[config.mk]
export PLATFORM = sky130hd
export DESIGN_NAME = qspi_flash_rd_sequencer_flat
export DESIGN_NICKNAME = d
export VERILOG_FILES = /design/src/rtl/qspi_flash_rd_sequencer_pkg.sv /design/src/rtl/qspi_flash_rd_sequencer_if.sv /design/src/rtl/qspi_flash_rd_sequencer_rr_arbiter.sv /design/src/rtl/qspi_flash_rd_sequencer.sv /design/src/flat_wrapper.sv
export SDC_FILE = /design/constraint.sdc
export NUM_CORES = 1
export LEC_CHECK = 0
export ABC_AREA = 1
export BUFFER_PORTS_ARGS = -buffer_cell sky130_fd_sc_hd__buf_2
export CAP_MARGIN = 0
export CELL_PAD_IN_SITES_DETAIL_PLACEMENT = 1
export CELL_PAD_IN_SITES_GLOBAL_PLACEMENT = 2
export CORE_ASPECT_RATIO = 0.8
export CORE_MARGIN = 2
export CORE_UTILIZATION = 32
export DETAILED_ROUTE_END_ITERATION = 8
export PLACE_DENSITY = 0.88
export SYNTH_ARGS = -nofsm -noshare
export SYNTH_HDL_FRONTEND = slang
export SYNTH_SLANG_ARGS = --single-unit
[constraint.sdc]
create_clock -name sys_clk_i -period 3.5 [get_ports sys_clk_i]
set_clock_uncertainty 0.15 [all_clocks]
set_input_delay 0.525 -clock sys_clk_i [delete_from_list [all_inputs] [get_ports sys_clk_i]]
set_output_delay 0.525 -clock sys_clk_i [all_outputs]
set_load 0.03 [all_outputs]
[src/rtl/qspi_flash_rd_sequencer_pkg.sv]
// Shared types, SPIM opcodes and command-word builder for the flash read sequencer.
package qspi_seq_pkg;

  localparam int unsigned IDX_W  = 2;
  localparam int unsigned WORD_W = 32;

  // SPIM command opcodes, placed in word bits [31:28]
  localparam logic [3:0] SPIM_CFG       = 4'h0;
  localparam logic [3:0] SPIM_SOT       = 4'h1;
  localparam logic [3:0] SPIM_SEND_CMD  = 4'h2;
  localparam logic [3:0] SPIM_SEND_ADDR = 4'h3;
  localparam logic [3:0] SPIM_DUMMY     = 4'h4;
  localparam logic [3:0] SPIM_RX_DATA   = 4'h7;
  localparam logic [3:0] SPIM_EOT       = 4'h9;

  // Position of each word in the emitted stream
  localparam logic [2:0] SLOT_CFG      = 3'd0;
  localparam logic [2:0] SLOT_SOT      = 3'd1;
  localparam logic [2:0] SLOT_CMD      = 3'd2;
  localparam logic [2:0] SLOT_ADDR     = 3'd3;
  localparam logic [2:0] SLOT_ADDR_VAL = 3'd4;
  localparam logic [2:0] SLOT_DUMMY    = 3'd5;
  localparam logic [2:0] SLOT_RX       = 3'd6;
  localparam logic [2:0] SLOT_EOT      = 3'd7;

  typedef enum logic [1:0] {
    ST_IDLE     = 2'd0,
    ST_EMIT     = 2'd1,
    ST_WAIT_EOT = 2'd2
  } qspi_seq_state_e;

  typedef struct packed {
    logic [23:0] addr;
    logic [15:0] len;
    logic [1:0]  csn;
    logic        quad;
  } qspi_rd_req_t;

  typedef struct packed {
    logic [7:0]  clkdiv;
    logic [7:0]  opcode;
    logic [4:0]  dummy;
    logic [15:0] timeout;
  } qspi_rd_cfg_t;

  // Command word for a given stream slot
  function automatic logic [WORD_W-1:0] spim_word(input logic [2:0] slot,
                                                  input qspi_rd_req_t r,
                                                  input qspi_rd_cfg_t c);
    logic [WORD_W-1:0] w;
    w = '0;
    case (slot)
      SLOT_CFG:      w = {SPIM_CFG, 20'h0, c.clkdiv};
      SLOT_SOT:      w = {SPIM_SOT, 26'h0, r.csn};
      SLOT_CMD:      w = {SPIM_SEND_CMD, r.quad, 7'h0, 4'd7, 8'h0, c.opcode};
      SLOT_ADDR:     w = {SPIM_SEND_ADDR, r.quad, 6'h0, 5'd23, 16'h0};
      SLOT_ADDR_VAL: w = {8'h00, r.addr};
      SLOT_DUMMY:    w = {SPIM_DUMMY, 7'h0, 5'(c.dummy - 5'd1), 16'h0};
      SLOT_RX:       w = {SPIM_RX_DATA, r.quad, 11'h0, 16'(r.len - 16'd1)};
      default:       w = {SPIM_EOT, 27'h0, 1'b1};
    endcase
    return w;
  endfunction

  // Following slot; the DUMMY word is skipped when no dummy cycles are set
  function automatic logic [2:0] next_slot(input logic [2:0] slot, input logic [4:0] dummy);
    if (slot == SLOT_ADDR_VAL && dummy == 5'd0) return SLOT_RX;
    return 3'(slot + 3'd1);
  endfunction

endpackage

[src/rtl/qspi_flash_rd_sequencer_if.sv]
// Requester, configuration and SPIM command-channel signals of the sequencer.
interface qspi_flash_rd_sequencer_if #(
  parameter int unsigned NUM_REQ = 2
);
  logic [NUM_REQ-1:0]       req_valid_i;
  logic [NUM_REQ-1:0]       req_ready_o;
  logic [NUM_REQ-1:0][23:0] req_addr_i;
  logic [NUM_REQ-1:0][15:0] req_len_i;
  logic [NUM_REQ-1:0][1:0]  req_csn_i;
  logic [NUM_REQ-1:0]       req_quad_i;
  logic [NUM_REQ-1:0]       done_o;
  logic [7:0]               cfg_clkdiv_i;
  logic [7:0]               cfg_opcode_i;
  logic [4:0]               cfg_dummy_i;
  logic [15:0]              cfg_timeout_i;
  logic [31:0]              cmd_data_o;
  logic                     cmd_valid_o;
  logic                     cmd_ready_i;
  logic                     spi_eot_i;
  logic                     busy_o;
  logic [1:0]               owner_o;
  logic                     err_o;

  // Sequencer side
  modport slave (
    input  req_valid_i, req_addr_i, req_len_i, req_csn_i, req_quad_i,
    input  cfg_clkdiv_i, cfg_opcode_i, cfg_dummy_i, cfg_timeout_i,
    input  cmd_ready_i, spi_eot_i,
    output req_ready_o, done_o, cmd_data_o, cmd_valid_o, busy_o, owner_o, err_o
  );

  // Requester / SPIM side
  modport master (
    output req_valid_i, req_addr_i, req_len_i, req_csn_i, req_quad_i,
    output cfg_clkdiv_i, cfg_opcode_i, cfg_dummy_i, cfg_timeout_i,
    output cmd_ready_i, spi_eot_i,
    input  req_ready_o, done_o, cmd_data_o, cmd_valid_o, busy_o, owner_o, err_o
  );
endinterface

[src/rtl/qspi_flash_rd_sequencer_rr_arbiter.sv]
// Round-robin pick of the first valid requester at or after an externally held pointer.
module qspi_seq_rr_arbiter
  import qspi_seq_pkg::*;
#(
  parameter int unsigned NUM_REQ = 2
) (
  input  logic [NUM_REQ-1:0] req,
  input  logic [IDX_W-1:0]   ptr,
  output logic               gnt_valid,
  output logic [IDX_W-1:0]   gnt_idx
);

  logic [3:0]       req_pad;
  logic [IDX_W-1:0] cand;

  assign req_pad = 4'(req);

  // Scan from ptr with wrap; lowest offset wins
  always_comb begin
    gnt_valid = 1'b0;
    gnt_idx   = '0;
    cand      = '0;
    for (int unsigned i = 0; i < NUM_REQ; i++) begin
      cand = IDX_W'((32'(ptr) + i) % NUM_REQ);
      if (!gnt_valid && req_pad[cand]) begin
        gnt_valid = 1'b1;
        gnt_idx   = cand;
      end
    end
  end

endmodule

[src/rtl/qspi_flash_rd_sequencer.sv]
// Arbitrates flash-read requests and streams the SPIM command words for each grant.
module qspi_flash_rd_sequencer
  import qspi_seq_pkg::*;
#(
  parameter int unsigned NUM_REQ = 2
) (
  input logic                       sys_clk_i,
  input logic                       rst_i,
  qspi_flash_rd_sequencer_if.slave  bus
);

  localparam logic [1:0] IDLE     = ST_IDLE;
  localparam logic [1:0] EMIT     = ST_EMIT;
  localparam logic [1:0] WAIT_EOT = ST_WAIT_EOT;

  logic [1:0]        state_q, state_d;
  logic [2:0]        slot_q, slot_d;
  logic [IDX_W-1:0]  rr_ptr_q, rr_ptr_d;
  logic [IDX_W-1:0]  owner_q, owner_d;
  qspi_rd_req_t      req_q, req_d, req_sel;
  qspi_rd_cfg_t      cfg_q, cfg_d, cfg_in;
  logic [15:0]       wd_q, wd_d;
  logic              cmd_valid_q, cmd_valid_d;
  logic [WORD_W-1:0] cmd_data_q, cmd_data_d;
  logic [NUM_REQ-1:0] done_q, done_d;
  logic [NUM_REQ-1:0] grant_oh, owner_oh;
  logic              err_q, err_d;
  logic              busy_q;
  logic              gnt_valid;
  logic [IDX_W-1:0]  gnt_idx;
  logic              take;

  qspi_seq_rr_arbiter #(.NUM_REQ(NUM_REQ)) u_arb (
    .req       (bus.req_valid_i),
    .ptr       (rr_ptr_q),
    .gnt_valid (gnt_valid),
    .gnt_idx   (gnt_idx)
  );

  assign take   = (state_q == IDLE) && gnt_valid && !rst_i;
  assign cfg_in = '{clkdiv:  bus.cfg_clkdiv_i,
                    opcode:  bus.cfg_opcode_i,
                    dummy:   bus.cfg_dummy_i,
                    timeout: bus.cfg_timeout_i};

  // Select the granted requester's payload and build one-hot grant/owner vectors
  always_comb begin
    req_sel  = '0;
    grant_oh = '0;
    owner_oh = '0;
    for (int unsigned i = 0; i < NUM_REQ; i++) begin
      owner_oh[i] = (owner_q == IDX_W'(i));
      if (gnt_idx == IDX_W'(i)) begin
        req_sel.addr = bus.req_addr_i[i];
        req_sel.len  = bus.req_len_i[i];
        req_sel.csn  = bus.req_csn_i[i];
        req_sel.quad = bus.req_quad_i[i];
        grant_oh[i]  = take;
      end
    end
  end

  // Next-state and next-output logic
  always_comb begin
    state_d     = state_q;
    slot_d      = slot_q;
    rr_ptr_d    = rr_ptr_q;
    owner_d     = owner_q;
    req_d       = req_q;
    cfg_d       = cfg_q;
    wd_d        = wd_q;
    cmd_valid_d = cmd_valid_q;
    cmd_data_d  = cmd_data_q;
    done_d      = '0;
    err_d       = 1'b0;
    case (state_q)
      IDLE: begin
        if (take) begin
          rr_ptr_d = IDX_W'((32'(gnt_idx) + 32'd1) % NUM_REQ);
          owner_d  = gnt_idx;
          req_d    = req_sel;
          cfg_d    = cfg_in;
          if (req_sel.len == 16'd0) begin
            done_d = grant_oh;
          end else begin
            state_d     = EMIT;
            slot_d      = SLOT_CFG;
            cmd_valid_d = 1'b1;
            cmd_data_d  = spim_word(SLOT_CFG, req_sel, cfg_in);
          end
        end
      end
      EMIT: begin
        if (bus.cmd_ready_i) begin
          if (slot_q == SLOT_EOT) begin
            state_d     = WAIT_EOT;
            cmd_valid_d = 1'b0;
            cmd_data_d  = '0;
            wd_d        = '0;
          end else begin
            slot_d     = next_slot(slot_q, cfg_q.dummy);
            cmd_data_d = spim_word(slot_d, req_q, cfg_q);
          end
        end
      end
      WAIT_EOT: begin
        if (bus.spi_eot_i) begin
          state_d = IDLE;
          done_d  = owner_oh;
        end else if (cfg_q.timeout != 16'd0 && wd_q == 16'(cfg_q.timeout - 16'd1)) begin
          state_d = IDLE;
          done_d  = owner_oh;
          err_d   = 1'b1;
        end else if (wd_q != 16'hFFFF) begin
          wd_d = 16'(wd_q + 16'd1);
        end
      end
      default: state_d = IDLE;
    endcase
  end

  // State and output registers
  always_ff @(posedge sys_clk_i) begin
    if (rst_i) begin
      state_q     <= IDLE;
      slot_q      <= SLOT_CFG;
      rr_ptr_q    <= '0;
      owner_q     <= '0;
      req_q       <= '0;
      cfg_q       <= '0;
      wd_q        <= '0;
      cmd_valid_q <= 1'b0;
      cmd_data_q  <= '0;
      done_q      <= '0;
      err_q       <= 1'b0;
      busy_q      <= 1'b0;
    end else begin
      state_q     <= state_d;
      slot_q      <= slot_d;
      rr_ptr_q    <= rr_ptr_d;
      owner_q     <= owner_d;
      req_q       <= req_d;
      cfg_q       <= cfg_d;
      wd_q        <= wd_d;
      cmd_valid_q <= cmd_valid_d;
      cmd_data_q  <= cmd_data_d;
      done_q      <= done_d;
      err_q       <= err_d;
      busy_q      <= (state_d != IDLE);
    end
  end

  assign bus.req_ready_o = grant_oh;
  assign bus.done_o      = done_q;
  assign bus.cmd_valid_o = cmd_valid_q;
  assign bus.cmd_data_o  = cmd_data_q;
  assign bus.busy_o      = busy_q;
  assign bus.owner_o     = owner_q;
  assign bus.err_o       = err_q;

endmodule
[src/flat_wrapper.sv]
// flat-port wrapper written by rule: the top's interface ports become plain ports
module qspi_flash_rd_sequencer_flat import qspi_seq_pkg::*;
#(
  parameter int unsigned NUM_REQ = 2
)
  (sys_clk_i, rst_i, bus_req_valid_i, bus_req_addr_i, bus_req_len_i, bus_req_csn_i, bus_req_quad_i, bus_cfg_clkdiv_i, bus_cfg_opcode_i, bus_cfg_dummy_i, bus_cfg_timeout_i, bus_cmd_ready_i, bus_spi_eot_i, bus_req_ready_o, bus_done_o, bus_cmd_data_o, bus_cmd_valid_o, bus_busy_o, bus_owner_o, bus_err_o);
  qspi_flash_rd_sequencer_if #(.NUM_REQ(NUM_REQ)) bus_i ();
  input logic sys_clk_i;
  input logic rst_i;
  input wire logic [$bits(bus_i.req_valid_i)-1:0] bus_req_valid_i;
  input wire logic [$bits(bus_i.req_addr_i)-1:0] bus_req_addr_i;
  input wire logic [$bits(bus_i.req_len_i)-1:0] bus_req_len_i;
  input wire logic [$bits(bus_i.req_csn_i)-1:0] bus_req_csn_i;
  input wire logic [$bits(bus_i.req_quad_i)-1:0] bus_req_quad_i;
  input wire logic [$bits(bus_i.cfg_clkdiv_i)-1:0] bus_cfg_clkdiv_i;
  input wire logic [$bits(bus_i.cfg_opcode_i)-1:0] bus_cfg_opcode_i;
  input wire logic [$bits(bus_i.cfg_dummy_i)-1:0] bus_cfg_dummy_i;
  input wire logic [$bits(bus_i.cfg_timeout_i)-1:0] bus_cfg_timeout_i;
  input wire logic [$bits(bus_i.cmd_ready_i)-1:0] bus_cmd_ready_i;
  input wire logic [$bits(bus_i.spi_eot_i)-1:0] bus_spi_eot_i;
  output wire logic [$bits(bus_i.req_ready_o)-1:0] bus_req_ready_o;
  output wire logic [$bits(bus_i.done_o)-1:0] bus_done_o;
  output wire logic [$bits(bus_i.cmd_data_o)-1:0] bus_cmd_data_o;
  output wire logic [$bits(bus_i.cmd_valid_o)-1:0] bus_cmd_valid_o;
  output wire logic [$bits(bus_i.busy_o)-1:0] bus_busy_o;
  output wire logic [$bits(bus_i.owner_o)-1:0] bus_owner_o;
  output wire logic [$bits(bus_i.err_o)-1:0] bus_err_o;
  assign bus_i.req_valid_i = bus_req_valid_i;
  assign bus_i.req_addr_i = bus_req_addr_i;
  assign bus_i.req_len_i = bus_req_len_i;
  assign bus_i.req_csn_i = bus_req_csn_i;
  assign bus_i.req_quad_i = bus_req_quad_i;
  assign bus_i.cfg_clkdiv_i = bus_cfg_clkdiv_i;
  assign bus_i.cfg_opcode_i = bus_cfg_opcode_i;
  assign bus_i.cfg_dummy_i = bus_cfg_dummy_i;
  assign bus_i.cfg_timeout_i = bus_cfg_timeout_i;
  assign bus_i.cmd_ready_i = bus_cmd_ready_i;
  assign bus_i.spi_eot_i = bus_spi_eot_i;
  assign bus_req_ready_o = bus_i.req_ready_o;
  assign bus_done_o = bus_i.done_o;
  assign bus_cmd_data_o = bus_i.cmd_data_o;
  assign bus_cmd_valid_o = bus_i.cmd_valid_o;
  assign bus_busy_o = bus_i.busy_o;
  assign bus_owner_o = bus_i.owner_o;
  assign bus_err_o = bus_i.err_o;
  qspi_flash_rd_sequencer #(.NUM_REQ(NUM_REQ)) u_core (.sys_clk_i(sys_clk_i), .rst_i(rst_i), .bus(bus_i));
endmodule
Word-level counts from Yosys, hierarchy flattened
Cells that the tools add are included.
Widths: inputs -> output; s select.
{ "totals": {"wordCells": 129, "regBits": 141, "output_inout_bits": 41, "inputBits": 129} }
{ "op_classes": {"reduce_logical": 23, "order_cmp": 2, "bitwise": 1, "eq_ne": 22, "add_sub_neg": 7, "n_mux": 56} }
{ "ops": {"columns": ["cell", "n"], "rows": [
  ["$pmux 32 s7", 1],
  ["$mux 32", 4],
  ["$mux 43", 2],
  ["$mux 16", 5],
  ["$pmux 32 s2", 1],
  ["$pmux 16 s2", 1],
  ["$sub 16x1->16 const B", 2],
  ["$mux 3", 9],
  ["$mux 2", 10],
  ["$mux 1", 19],
  ["$add 16x1->16 const B", 1],
  ["$eq 16x16->1", 1],
  ["$logic_not 16->1", 1],
  ["$ne 16x16->1 const B", 1],
  ["$reduce_bool 16->1", 1],
  ["$eq 3x3->1 const B", 5],
  ["$ne 2x2->1 const B", 5],
  ["$reduce_and 5->1", 2],
  ["$eq 3x2->1 const B", 2],
  ["$logic_not 2->1", 3],
  ["$lt 1x3->1 const B", 2],
  ["$ne 2x1->1 const B", 3],
  ["$pmux 2 s3", 1],
  ["$pmux 3 s2", 1],
  ["19 further kinds", 28]
]} }

Logic depth before layout (Yosys ltp)
{ "logic_depth": {"depth_word": 15, "mapped_depth": 18, "ltp_nobuf": 17} }

Hierarchy
A second synthesis with hierarchy kept.
{ "unflattened": {"hier_cells": 1153, "hier_area_um2": 7677.4} }
{ "by_module_without_submodules": {"columns": ["mod", "cells_per_inst", "seq_area_each_um2", "n_inst", "area_per_inst_um2"], "rows": [
  ["qspi_flash_rd_sequencer", 1147, 2762.6, 1, 7647.3],
  ["qspi_seq_rr_arbiter", 6, 0.0, 1, 30.0]
]} }

Worst setup path after synthesis
OpenSTA, ideal clock, no wires.
{ "synth_timing": {"path_type": "input to output", "startpoint": "input port rst_i", "endpoint": "output port bus_req_ready_o[0]", "setup_slack_ns": 1.256, "required_time_ns": 2.825, "path_buffers": 2, "arrival_time_ns": 1.569, "stages": 5, "path_cell_list": "clkbuf_1 > nor2_1 > inv_2 > nor2_1 > clkbuf_1"} }
{ "synth_via": {"elab_chain_cells": 3} }
{ "synth_rtl": {"columns": ["item", "line_no", "rtl"], "rows": [
  ["start: declaration", "flat_wrapper.sv:9", "input logic rst_i;"],
  ["$logic_not 1->1", "qspi_flash_rd_sequencer.sv:40", "assign take = (state_q == IDLE) && gnt_valid && !rst_i;"],
  ["$logic_and 1x1->1", "qspi_flash_rd_sequencer.sv:40", null],
  ["$mux 1", "qspi_flash_rd_sequencer.sv:53", "if (gnt_idx == IDX_W'(i)) begin"],
  ["end: declaration", "flat_wrapper.sv:21", "output wire logic [$bits(bus_i.req_ready_o)-1:0] bus_req_ready_o;"]
]} }
Every way passes these cells.

Final worst setup path
{ "layout_timing": {"startpoint": "register u_core.slot_q[0]", "endpoint": "register u_core.cmd_data_q[20], in the netlist u_core.bus.cmd_data_o[20]"} }
{ "layout_via": {"elab_chain_cells": 15, "elab_cells_between_ends": 23, "cone_classes": "add/sub: 1; eq/ne: 8; mux: 12; reduce/logical: 2"} }
{ "layout_rtl": {"columns": ["item", "line_no", "rtl"], "rows": [
  ["start: declaration", "qspi_flash_rd_sequencer.sv:17", "logic [2:0] slot_q, slot_d;"],
  ["start signal: assignment", "qspi_flash_rd_sequencer.sv:139", "slot_q <= slot_d;"],
  ["$eq 3x3->1", "qspi_flash_rd_sequencer_pkg.sv:67", "if (slot == SLOT_ADDR_VAL && dummy == 5'd0) return SLOT_RX;"],
  ["$logic_and 1x1->1", "qspi_flash_rd_sequencer_pkg.sv:67", null],
  ["$mux 1", "qspi_flash_rd_sequencer_pkg.sv:67", null],
  ["$mux 1", "qspi_flash_rd_sequencer.sv:95", "if (slot_q == SLOT_EOT) begin"],
  ["$mux 1", "qspi_flash_rd_sequencer.sv:94", "if (bus.cmd_ready_i) begin"],
  ["$mux 1", "qspi_flash_rd_sequencer.sv:76", "case (state_q)"],
  ["$mux 3", "qspi_flash_rd_sequencer_pkg.sv:68", "return 3'(slot + 3'd1);"],
  ["$mux 3", "qspi_flash_rd_sequencer.sv:95", null],
  ["$mux 3", "qspi_flash_rd_sequencer.sv:94", null],
  ["$mux 3", "qspi_flash_rd_sequencer.sv:76", null],
  ["$eq 3x3->1 (tied with other cells)", "qspi_flash_rd_sequencer_pkg.sv:52", "case (slot)"],
  ["$pmux 32 s7", "qspi_flash_rd_sequencer_pkg.sv:52", null],
  ["$mux 32 (*)", "qspi_flash_rd_sequencer.sv:95", null],
  ["$mux 32 (*)", "qspi_flash_rd_sequencer.sv:94", null],
  ["$pmux 32 s2 (*)", "qspi_flash_rd_sequencer.sv:76", null],
  ["end signal: assignment", "qspi_flash_rd_sequencer.sv:146", "cmd_data_q <= cmd_data_d;"],
  ["end: declaration", "qspi_flash_rd_sequencer.sv:24", "logic [WORD_W-1:0] cmd_data_q, cmd_data_d;"]
]} }
Every way passes the cells marked *; elsewhere a longest branch is shown, timed or not. The select of a mux whose other input is x is not followed.
A chain may end at the register's enable or synchronous reset.

==> run summary <==
Status = complete, no violations
Top FF cell, synth = dfxtp_1
Worst-path fanout max = 12
Area of the mapped netlist = 7430 um^2
Leakage = 3.91 nW
Max Cap Viol = 0
Mapped Avg Cell Area = 6.89 um^2
Skew-Pair Late Insertion Delay = 0.44 ns
Crit path max-delay family = simple AND/OR/NAND/NOR gates
Worst Slack Setup Final = 0.393 ns
Yosys reg bits = 137
Port bufs = 165
1st-pass router iterations = 5
Critical Path Stages = 15
Post-DRT Antenna Nets = 0
Kind of critical path = flop to flop
Slew HR = 17.0%
Mapped Cells = 1,078
Slowest stage delay, CP = 0.40 ns
CTS H-tree depth = 4
WL per Instance = 17.4 um
Design area = 9110 um^2
Fill count = 2,909
Die X-Extent = 174 um
Area of the multi-input gates = 4050 um^2
Layout Nets = 1,366
CP endpoint kind = flop
Most frequent cells in the layout = 249 x nand2_1, 165 x buf_2, 137 x dfxtp_1
Most common cell on crit path = nand2_1
Worst Hold Depth = 2
Vias = 7,760
FF/Latch Area = 2740 um^2
FF-to-FF path depth = 15
Vias in the first global route = 7,927
Final Wtd Congestion = 0.864
Tot GR Track Use = 22.4%
Yosys warns = 0
Crit-path slowest cell = dfxtp_1
Pwr Density = 525 nW/um^2
CP required = 3.64 ns
Post-DP HPWL = 20,400 um
I/O pins = 170
RR Endpoint = u_core.bus.cmd_data_o[20]
Hold Path End = u_core.bus.err_o
Max Freq = 0.322 GHz
Post-synth EDFFs = 0
Area Growth Syn to Fin = 22.6%
Leading cell type in the layout, fill and taps excluded = nand2_1
Inserted Diodes = 0
Final period util = 88.8%
Final Util = 40.3%
Synth cell types = 45
Asr flop ratio synth = 0%
Die height = 140 um
Layout cell share with drive strength beyond 1 = 22.1%
Row Count = 49
Drt drc = 0
Crit path launch type = flop
Worst Min Path Start = bus_spi_eot_i
Worst r2r src = u_core.slot_q[0]
Seq/Total Area, Yosys = 36.9%
Slew Limit Fails = 0
Fin Setup TNS = 0 ns
First-pass GRT wire length = 42,900 um
CTS tree = built
Crit-path cells = ha_1 > ha_1 > inv_1 > nand2_2 > nor2_1 > nand2_1 > nand3_1 > nand2_2 > inv_4 > nand2_1 > clkinvlp_4 > a21oi_1 > nand2_1 > o21ai_0 > nor2_1
Setup slack, reg-to-reg = 0.39 ns
Drt first-iter violations = 525
Initial Utilization = 32.8%
Clock Sinks = 137
Final total power = 0.00478 W
CTS Root Cell = clkbuf_16
Worst path bufs/invs = 3
DIE AREA = 24,500 um^2
Unrepaired setup endpoints after global routing = false
Initial antenna violation count = 0
Min Tclk post-route = 3.11 ns
Arrival @ worst endpoint = 3.24 ns
VDD IR-drop max = 0.000354 V
Setup WS pre-CTS = 0.156 ns
Post-DP Area = 8520 um^2
CTS Buffer Depth = 2
Avg Vias per Cell = 5.02
Total grt overflow = 0
WL final = 26,900 um
Hold WC Path Type = input port to flop
Final Hold Viols = 0
TritonCTS Buffers = 17
Core outline area = 22,600 um^2
Largest net degree at the start of global routing = 69
Final Setup Violations = 0
Clock-pin slew on the worst setup and hold paths = 0.07 ns
Worst Tran Pin Value = 1.24 ns
==> Yosys cell counts (2+ instances only) <==
library cell / number / share of area [%]
nor2_1: 125 / 6.3
a31oi_1: 27 / 2.3
nor2_2: 7 / 0.59
buf_6: 3 / 0.45
o211ai_1: 16 / 1.6
nand3_2: 9 / 1.2
nand2_2: 9 / 0.76
a21oi_1: 80 / 5.4
xor2_1: 26 / 3.1
nand2_4: 3 / 0.45
clkbuf_1: 34 / 1.7
or2_2: 7 / 0.59
a22oi_1: 13 / 1.3
ha_1: 11 / 1.9
nor3b_1: 3 / 0.30
nand2_1: 250 / 13
inv_1: 99 / 5.0
nor4_1: 6 / 0.51
o21ai_0: 72 / 4.9
nor3_1: 8 / 0.54
buf_2: 8 / 0.54
clkbuf_2: 2 / 0.13
a21oi_2: 9 / 1.1
nor2_4: 5 / 0.76
o21ai_1: 5 / 0.34
nand3_1: 52 / 3.5
a211oi_1: 4 / 0.40
a32oi_1: 4 / 0.47
nand3b_1: 4 / 0.40
nand4_1: 12 / 1.0
inv_2: 2 / 0.10
buf_4: 5 / 0.51
buf_1: 5 / 0.25
dfxtp_1: 137 / 37
xnor2_1: 5 / 0.59
o31ai_1: 2 / 0.20
==> logic make-up (layout without fill, tap and decap cells) <==
| group | count (synthesis) | count (layout) | synth area share, % |
|---|---|---|---|
| AND/OR/NAND/NOR | 501 | 501 | 29.7 |
| flip-flops | 137 | 137 | 36.9 |
| AO/OA/AOI/OAI | 237 | 237 | 18.6 |
| other | 1 | 4 | 0.0505 |
| XOR/XNOR | 32 | 32 | 3.96 |
| buffers and inverters | 159 | 317 | 8.91 |
| adder cells (fa/ha/maj) | 11 | 11 | 1.85 |
==> metal layers <==
layer  GRT usage (%)  part of all wire (%)  up-vias
li1                -                     -     3845
met4            5.40                  0.94        0
met1            32.6                    51     3692
met3            5.35                   6.1       19
met5               0                     0        -
met2            33.0                    42      204
==> per-stage QoR <==
step	cells	hold slack, ns
3_5_place_dp	1513	0.310
3_3_place_gp	1513	0.300
5_1_grt	1545	0.168
6_report	1545	0.145
4_1_cts	1545	0.150
2_1_floorplan	1081	0.284
==> layout make-up <==
cell class	count	share of cell area [%]
sequential	137	30.1
clock inverter	15	1.70
tap	306	4.20
inverter	101	4.23
clock buffer	17	4.67
timing repair buffer	184	10.6
multi-input combinational	785	44.4
==> worst max path at each step <==
| stage | from | to |
|---|---|---|
| global placement | bus_req_valid_i[0] | u_core.bus.cmd_data_o[31] |
| floorplan | rst_i | bus_req_ready_o[0] |
| finish | u_core.slot_q[0] | u_core.bus.cmd_data_o[20] |
| detailed placement | bus_req_valid_i[0] | u_core.bus.busy_o |
| global route | u_core.slot_q[0] | u_core.bus.cmd_data_o[20] |
| CTS | u_core.slot_q[0] | u_core.bus.cmd_data_o[20] |
==> flip-flops by register name, summed over array words and instances (netlist names) <==
signal and cells:
u_core.bus.busy_o 1, u_core.rr_ptr_q 1, u_core.req_q 43, u_core.bus.done_o 2, u_core.wd_q 16, u_core.state_q 2, u_core.bus.cmd_data_o 29, u_core.bus.owner_o 1
u_core.cfg_q 37, u_core.bus.err_o 1, u_core.bus.cmd_valid_o 1, u_core.slot_q 3
==> where the power goes <==
group          switching, W  internal [W]
logic              0.000767      0.000364
clock network      0.000798       0.00101
registers          0.000133       0.00171
==> timing repair <==
action | CTS | global route
endpoints found under the setup margin | 0 | 3
gates resized for setup | 0 | 4
setup buffers | 0 | 0
hold buffers | 0 | 0
hold endpoints to repair | 0 | 0
(Power assumes the default switching activity.)
